`src/rtl/layer_argmax.sv`:
```
// Sequential arg-max over a captured zed vector, one neuron compared per cycle.
// Optional LAYER_ARGMAX_MARGIN_EN adds second-best tracking and the margin output.
module layer_argmax #(
    parameter int number_neuron = 10,
    parameter int resolution    = 8,
    localparam int IDX_W = (number_neuron > 1) ? $clog2(number_neuron) : 1
) (
    input  logic                                     clk,
    input  logic                                     reset,
    input  logic [number_neuron-1:0][resolution-1:0] zed,
    input  logic                                     in_valid,
    output logic                                     in_ready,
    output logic                                     out_valid,
    input  logic                                     out_ready,
`ifdef LAYER_ARGMAX_MARGIN_EN
    output logic [resolution-1:0]                    margin,
`endif
    output logic [IDX_W-1:0]                         class_idx,
    output logic signed [resolution-1:0]             class_score
);

    localparam logic [1:0] S_IDLE = 2'd0;
    localparam logic [1:0] S_SCAN = 2'd1;
    localparam logic [1:0] S_DONE = 2'd2;

    localparam logic signed [resolution-1:0] MIN_VAL = {1'b1, {(resolution-1){1'b0}}};

    logic [1:0]                              state;
    logic [number_neuron-1:0][resolution-1:0] cap;
    logic signed [resolution-1:0]            best;
    logic [IDX_W-1:0]                        best_idx;
    logic [IDX_W-1:0]                        scan_idx;

    logic signed [resolution-1:0]            elem;
    logic signed [resolution-1:0]            nxt_best;
    logic [IDX_W-1:0]                        nxt_idx;
    logic                                    last;

`ifdef LAYER_ARGMAX_MARGIN_EN
    logic signed [resolution-1:0]            second;
    logic signed [resolution-1:0]            nxt_second;
    logic [resolution:0]                     diff;
`endif

    assign in_ready  = (state == S_IDLE);
    assign out_valid = (state == S_DONE);
    assign elem      = $signed(cap[scan_idx]);
    assign last      = (scan_idx == IDX_W'(number_neuron - 1));

    // Strict compare keeps the lowest index on ties; an equal element still lands in second.
    always_comb begin
        nxt_best = best;
        nxt_idx  = best_idx;
`ifdef LAYER_ARGMAX_MARGIN_EN
        nxt_second = second;
`endif
        if (elem > best) begin
            nxt_best = elem;
            nxt_idx  = scan_idx;
`ifdef LAYER_ARGMAX_MARGIN_EN
            nxt_second = best;
`endif
        end
`ifdef LAYER_ARGMAX_MARGIN_EN
        else if (elem > second) begin
            nxt_second = elem;
        end
`endif
    end

`ifdef LAYER_ARGMAX_MARGIN_EN
    assign diff = {nxt_best[resolution-1], nxt_best} - {nxt_second[resolution-1], nxt_second};
`endif

    always_ff @(posedge clk) begin
        if (reset) begin
            state       <= S_IDLE;
            cap         <= '0;
            best        <= '0;
            best_idx    <= '0;
            scan_idx    <= '0;
            class_idx   <= '0;
            class_score <= '0;
`ifdef LAYER_ARGMAX_MARGIN_EN
            second      <= '0;
            margin      <= '0;
`endif
        end else begin
            case (state)
                S_IDLE: begin
                    if (in_valid) begin
                        cap      <= zed;
                        best     <= $signed(zed[0]);
                        best_idx <= '0;
                        scan_idx <= IDX_W'(1);
`ifdef LAYER_ARGMAX_MARGIN_EN
                        second   <= MIN_VAL;
`endif
                        if (number_neuron == 1) begin
                            state       <= S_DONE;
                            class_idx   <= '0;
                            class_score <= $signed(zed[0]);
`ifdef LAYER_ARGMAX_MARGIN_EN
                            margin      <= '0;
`endif
                        end else begin
                            state <= S_SCAN;
                        end
                    end
                end
                S_SCAN: begin
                    best     <= nxt_best;
                    best_idx <= nxt_idx;
                    scan_idx <= scan_idx + IDX_W'(1);
`ifdef LAYER_ARGMAX_MARGIN_EN
                    second   <= nxt_second;
`endif
                    if (last) begin
                        state       <= S_DONE;
                        class_idx   <= nxt_idx;
                        class_score <= nxt_best;
`ifdef LAYER_ARGMAX_MARGIN_EN
                        margin      <= diff[resolution-1:0];
`endif
                    end
                end
                S_DONE: begin
                    if (out_ready) state <= S_IDLE;
                end
                default: state <= S_IDLE;
            endcase
        end
    end

endmodule

```
`config.mk`:
```
export PLATFORM = sky130hd
export DESIGN_NAME = layer_argmax
export DESIGN_NICKNAME = d
export VERILOG_FILES = /design/src/rtl/layer_argmax.sv
export SDC_FILE = /design/constraint.sdc
export NUM_CORES = 1
export LEC_CHECK = 0
export ABC_AREA = 0
export CORE_MARGIN = 2
export CORE_UTILIZATION = 35
export CTS_CLUSTER_SIZE = 24
export DETAILED_ROUTE_END_ITERATION = 8
export REMOVE_ABC_BUFFERS = 1
export SYNTH_ARGS = -nofsm -noshare
export SYNTH_HDL_FRONTEND = slang
export SYNTH_SLANG_ARGS = --single-unit
```
`constraint.sdc`:
```
create_clock -name clk -period 5.72 [get_ports clk]
set_clock_uncertainty 0.2 [all_clocks]
set_input_delay 1.144 -clock clk [delete_from_list [all_inputs] [get_ports clk]]
set_output_delay 1.144 -clock clk [all_outputs]
set_load 0.01 [all_outputs]
```
* Word-level counts from Yosys, hierarchy flattened *
Index checks and enable logic that the tools add are counted.

word-level totals
  bits in registers = 110
  bits of input ports = 84
  output and inout bits = 14
  word-level logic and storage cells = 45

cells by class
  add/sub/neg operators = 1
  $lt $le $gt $ge = 2
  eq/ne operators = 6
  mux-type cells = 14
  reductions and logical operators = 6

operator list
  operator             number
  $bmux 8 s4           1
  $mux 8               3
  $pmux 4 s2           2
  $pmux 8 s2           1
  $mux 4               3
  $gt 8x8->1           1
  $mux 2               3
  $pmux 2 s3           1
  $reduce_and 2->1     3
  $lt 4x5->1 const B   1
  $add 4x1->4 const B  1
  $eq 4x4->1 const B   1
  $ne 2x2->1 const B   2
  $reduce_and 3->1     1
  $eq 2x1->1 const B   1
  $eq 2x2->1 const B   1
  $logic_not 2->1      1
  $ne 2x1->1 const B   1
  $reduce_bool 2->1    1

* Logic depth before layout (Yosys ltp) *
  depth in word-level cells = 5
  gate-level depth with buffers = 13
  depth with buffers taken out = 9

* Worst setup path after synthesis *
Ideal clock, no wire load.

  path type = register to register
  start point = register scan_idx[0]
  end point = register class_idx[2]
  setup time = 137 ps
  data arrival time = 2713 ps
  data required time = 5383 ps
  path slack = 2670 ps
  stages on the path, launching flop included = 12
  path buffers = 2
  period minus slack after synthesis = 3050 ps
  cells stage by stage = dfxtp_1 buf_6 mux4_1 o22ai_1 o32ai_2 ha_1 nor2b_1 o211a_1 o21a_1 buf_4 nor4_1 a2111oi_2

between the ends
  word-level cells in the longest chain between the ends = 4
  elaborated cells on any way between the ends = 6
  those cells by class = order compare (1); eq/ne (1); mux (3); reduce/logical (1)

RTL lines
  item                          RTL line  source
  from (decl)                   32        logic [IDX_W-1:0] scan_idx;
  from (signal assigned)        114       scan_idx <= scan_idx + IDX_W'(1);
  $bmux 8 s4                    47        assign elem = $signed(cap[scan_idx]);
  $mux 8 (not written as such)  47
  $gt 8x8->1                    57        if (elem > best) begin
  $mux 4                        57
  to (signal assigned)          120       class_idx <= nxt_idx;
  to (decl)                     18        output logic [IDX_W-1:0] class_idx,

Parallel ways exist; a longest one is shown, timed or not. The select of a mux whose other input is x is not followed.
A chain may end at the register's enable or synchronous reset.

* Worst setup path in the final report *
  start point = register scan_idx[0]
  end point = register best_idx[0]

between the ends
  word-level cells in the longest chain between the ends = 5

RTL lines
  item                          RTL line  source
  $bmux 8 s4                    47
  $mux 8 (not written as such)  47
  $gt 8x8->1                    57
  $mux 4 (*)                    57
  $pmux 4 s2 (*)                89        case (state)
  to (signal assigned)          113       best_idx <= nxt_idx;
  to (decl)                     31        logic [IDX_W-1:0] best_idx;

Every way passes the cells marked *; elsewhere a longest branch is shown, timed or not. The select of a mux whose other input is x is not followed.

==> impl_metrics.py <==
metrics = {
    "floorplan": {
        "rows": 43,
        "die_w_um": 124,
        "start_util_pct": 36.1,
        "ios": 98,
        "fp.coreArea_um2": 14000,
        "dieArea_um2": 15400,
        "die_height_um": 124,
    },
    "critical_path": {
        "cp-end-kind": "flip-flop",
        "crit_fanout": 21,
        "worst_ep_required_time_ns": 5.76,
        "cp_data_arrival_time_ns": 4.09,
        "worstSetupPathType": "reg2reg",
        "critPathLaunchType": "flip-flop",
    },
    "place": {
        "place_ws_ns": 1.68,
        "dp_hpwl_um": 8910,
        "dpl_cell_area_um2": 6070,
        "gp_congestion": 0.864,
        "port_buffers": 97,
        "placed_cells": 833,
    },
    "layout": {
        "fin_util_pct": 45.8,
        "drive_gt1_share_pct": 7.47,
        "area_growth_pct": 26.7,
        "nets": 758,
        "antenna-diode-count": 0,
        "fin_cells": 849,
        "design_area_um2": 6400,
    },
    "sta": {
        "relSlewSlack_pct": 33.7,
        "fin_crit_sh_pct": 70.7,
        "final_max_slew_viol_count": 0,
        "hold_violations": 0,
        "rsz0062_at_grt": "false",
        "fin_tns_setup_ns": 0,
        "setup_violations": 0,
        "max_slew.worst_pin.slew_ns": 0.990,
        "fmaxAchievable_mhz": 247,
        "period_minus_slack_ns": 4.04,
        "hold_slack_ns": 0.251,
        "fin_ws_ns": 1.68,
    },
    "clock_tree": {
        "hold_buffers": 0,
        "cts_tree": "done",
        "cts_made_buffers": 9,
        "clock-sinks": 110,
        "cts_htree_levels": 3,
        "clock_latency_ns": 0.35,
        "cts_setup_buffers": 0,
        "cts_root_buffer": "clkbuf_16",
        "clockBufferDepth": 2,
        "cts_resized": 0,
        "clkTransAtPathRegs_ns": 0.07,
    },
    "global_routing": {
        "grt_pass1_wl_um": 21300,
        "grt_start_max_net_pins": 82,
        "antenna_found_initial": 0,
        "track_usage_pct": 18.0,
        "grt_overflow_total": 0,
        "grt_pass1_vias": 4185,
    },
    "pwr": {
        "powerDensity_nw_per_um2": 305,
        "cellLeakagePower_nw": 2.34,
        "finalPower_mw": 1.95,
        "ir_drop_mv": 0.146,
    },
    "routing": {
        "num_vias": 4380,
        "route.detailed.drc": 0,
        "vias_per_cell": 5.16,
        "wl_um": 13200,
        "drt_first_iter_violations": 335,
        "wl_per_cell_um": 15.5,
        "antenna_left": 0,
        "dr.pass1.iters": 5,
    },
    "synth": {
        "synth-seq-area-share_pct": 43.6,
        "synthFlopType": "dfxtp_1",
        "synth_cells": 596,
        "synth_edf_count": 0,
        "netlist_area_um2": 5050,
        "synth_seq_cells": 110,
        "yosysWarnings": 0,
        "synth.avg_cell_area_um2": 8.48,
        "ys_types": 46,
        "synthArstFlopShare_pct": 0,
    },
    "outcome": {
        "outcome": "finished, final reports clean",
    },
    "min_path": {
        "hold_path_class": "reg2reg",
    },
    "job": {
        "cap_violations": 0,
    },
}
[power by group]
part | internal (mW) | switching, mW
clock network | 0.428 | 0.270
registers | 0.812 | 0.0335
logic | 0.170 | 0.242
total | 1.41 | 0.545
[logic make-up after synthesis]
| group | share of synthesized area, % |
|---|---|
| adders and majority gates | 2.48 |
| muxes | 7.68 |
| and+or+nand+nor | 17.7 |
| AOI/OAI and AO/OA | 23.2 |
| DFF | 43.6 |
| buffers and inverters | 5.40 |
[synth_stat cells, types with 2 or more instances]
cell | instances | area [um^2]
a211oi_1 | 10 | 75.1
a21oi_1 | 91 | 455
a22oi_1 | 9 | 67.6
a311oi_1 | 2 | 17.5
a32o_1 | 4 | 40.0
and2_1 | 2 | 12.5
buf_1 | 2 | 7.51
buf_2 | 10 | 50.1
buf_6 | 3 | 33.8
clkbuf_1 | 29 | 109
dfxtp_1 | 110 | 2200
ha_1 | 10 | 125
inv_1 | 12 | 45.0
mux2_2 | 9 | 101
mux2i_1 | 8 | 80.1
mux4_1 | 7 | 184
nand2_1 | 171 | 642
nand2b_1 | 3 | 18.8
nand3_1 | 2 | 10.0
nand4_1 | 3 | 18.8
nor2_1 | 16 | 60.1
nor2b_1 | 12 | 75.1
nor4_1 | 3 | 18.8
o21a_1 | 2 | 15.0
o21ai_1 | 8 | 40.0
o22ai_1 | 16 | 100
o31ai_1 | 16 | 120
o32ai_2 | 8 | 130
[layer usage]
layer	part of all wire (%)	GRT usage, %
met3	5.6	4.62
met1	47	24.5
met2	46	28.1
met4	1.3	5.41
met5	0	0
[layout by cell type, fill, tap and decap left out, drive strengths merged, types with 2 or more instances in the layout]
cell type / synthesis / layout
and2: 2 / 2
a32o: 4 / 4
ha: 10 / 10
o32ai: 8 / 8
dfxtp: 110 / 110
buf: 17 / 7
o21ai: 10 / 10
mux4: 8 / 8
a22oi: 9 / 9
mux2i: 8 / 8
mux2: 9 / 9
a311oi: 2 / 2
o31ai: 16 / 16
bufinv: 0 / 3
nand3: 2 / 2
nand2: 172 / 172
a21oi: 91 / 91
clkbuf: 29 / 12
nand4: 3 / 3
nand2b: 3 / 3
nor4: 3 / 3
o22ai: 16 / 16
nor2: 16 / 16
nor2b: 12 / 12
inv: 12 / 12
o21a: 2 / 2
a211oi: 10 / 10
clkdlybuf4s50: 0 / 96
[area by class of cell]
type | count | area [um^2]
Clock buffer | 12 | 236
Clock inverter | 4 | 95.1
Inverter | 12 | 45.0
Timing Repair Buffer | 103 | 1010
Tap cell | 180 | 225
Fill cell | 1415 | 7590
Multi-Input combinational cell | 428 | 2580
Sequential cell | 110 | 2200
[worst paths after layout]
path / start / endpoint / slack [ns] / cells after the start
worst max-delay path: scan_idx[0] / best_idx[0] / 1.68 / 10
worst min register to register: cap[60] / cap[60] / 0.25 / 2
worst min-delay path: cap[60] / cap[60] / 0.25 / 2
worst max register to register: scan_idx[0] / best_idx[0] / 1.68 / 10
[state kept, by name, summed over array words and instances, names as in the netlist]
register     cells
cap             80
class_idx        4
best_idx         4
class_score      8
state            2
scan_idx         4
best             8
[worst max-delay path, cell delays in order (launching register included)]
cell and delay (ns):
dfxtp_2 0.50, buf_4 0.34, mux4_1 0.58, o22ai_1 0.29
o32ai_2 0.14, ha_1 0.32, nand4_1 0.14, nor2b_1 0.22
o21a_1 0.69, o32ai_2 0.25, a32o_1 0.25
Power figures use the tool's default switching activity.
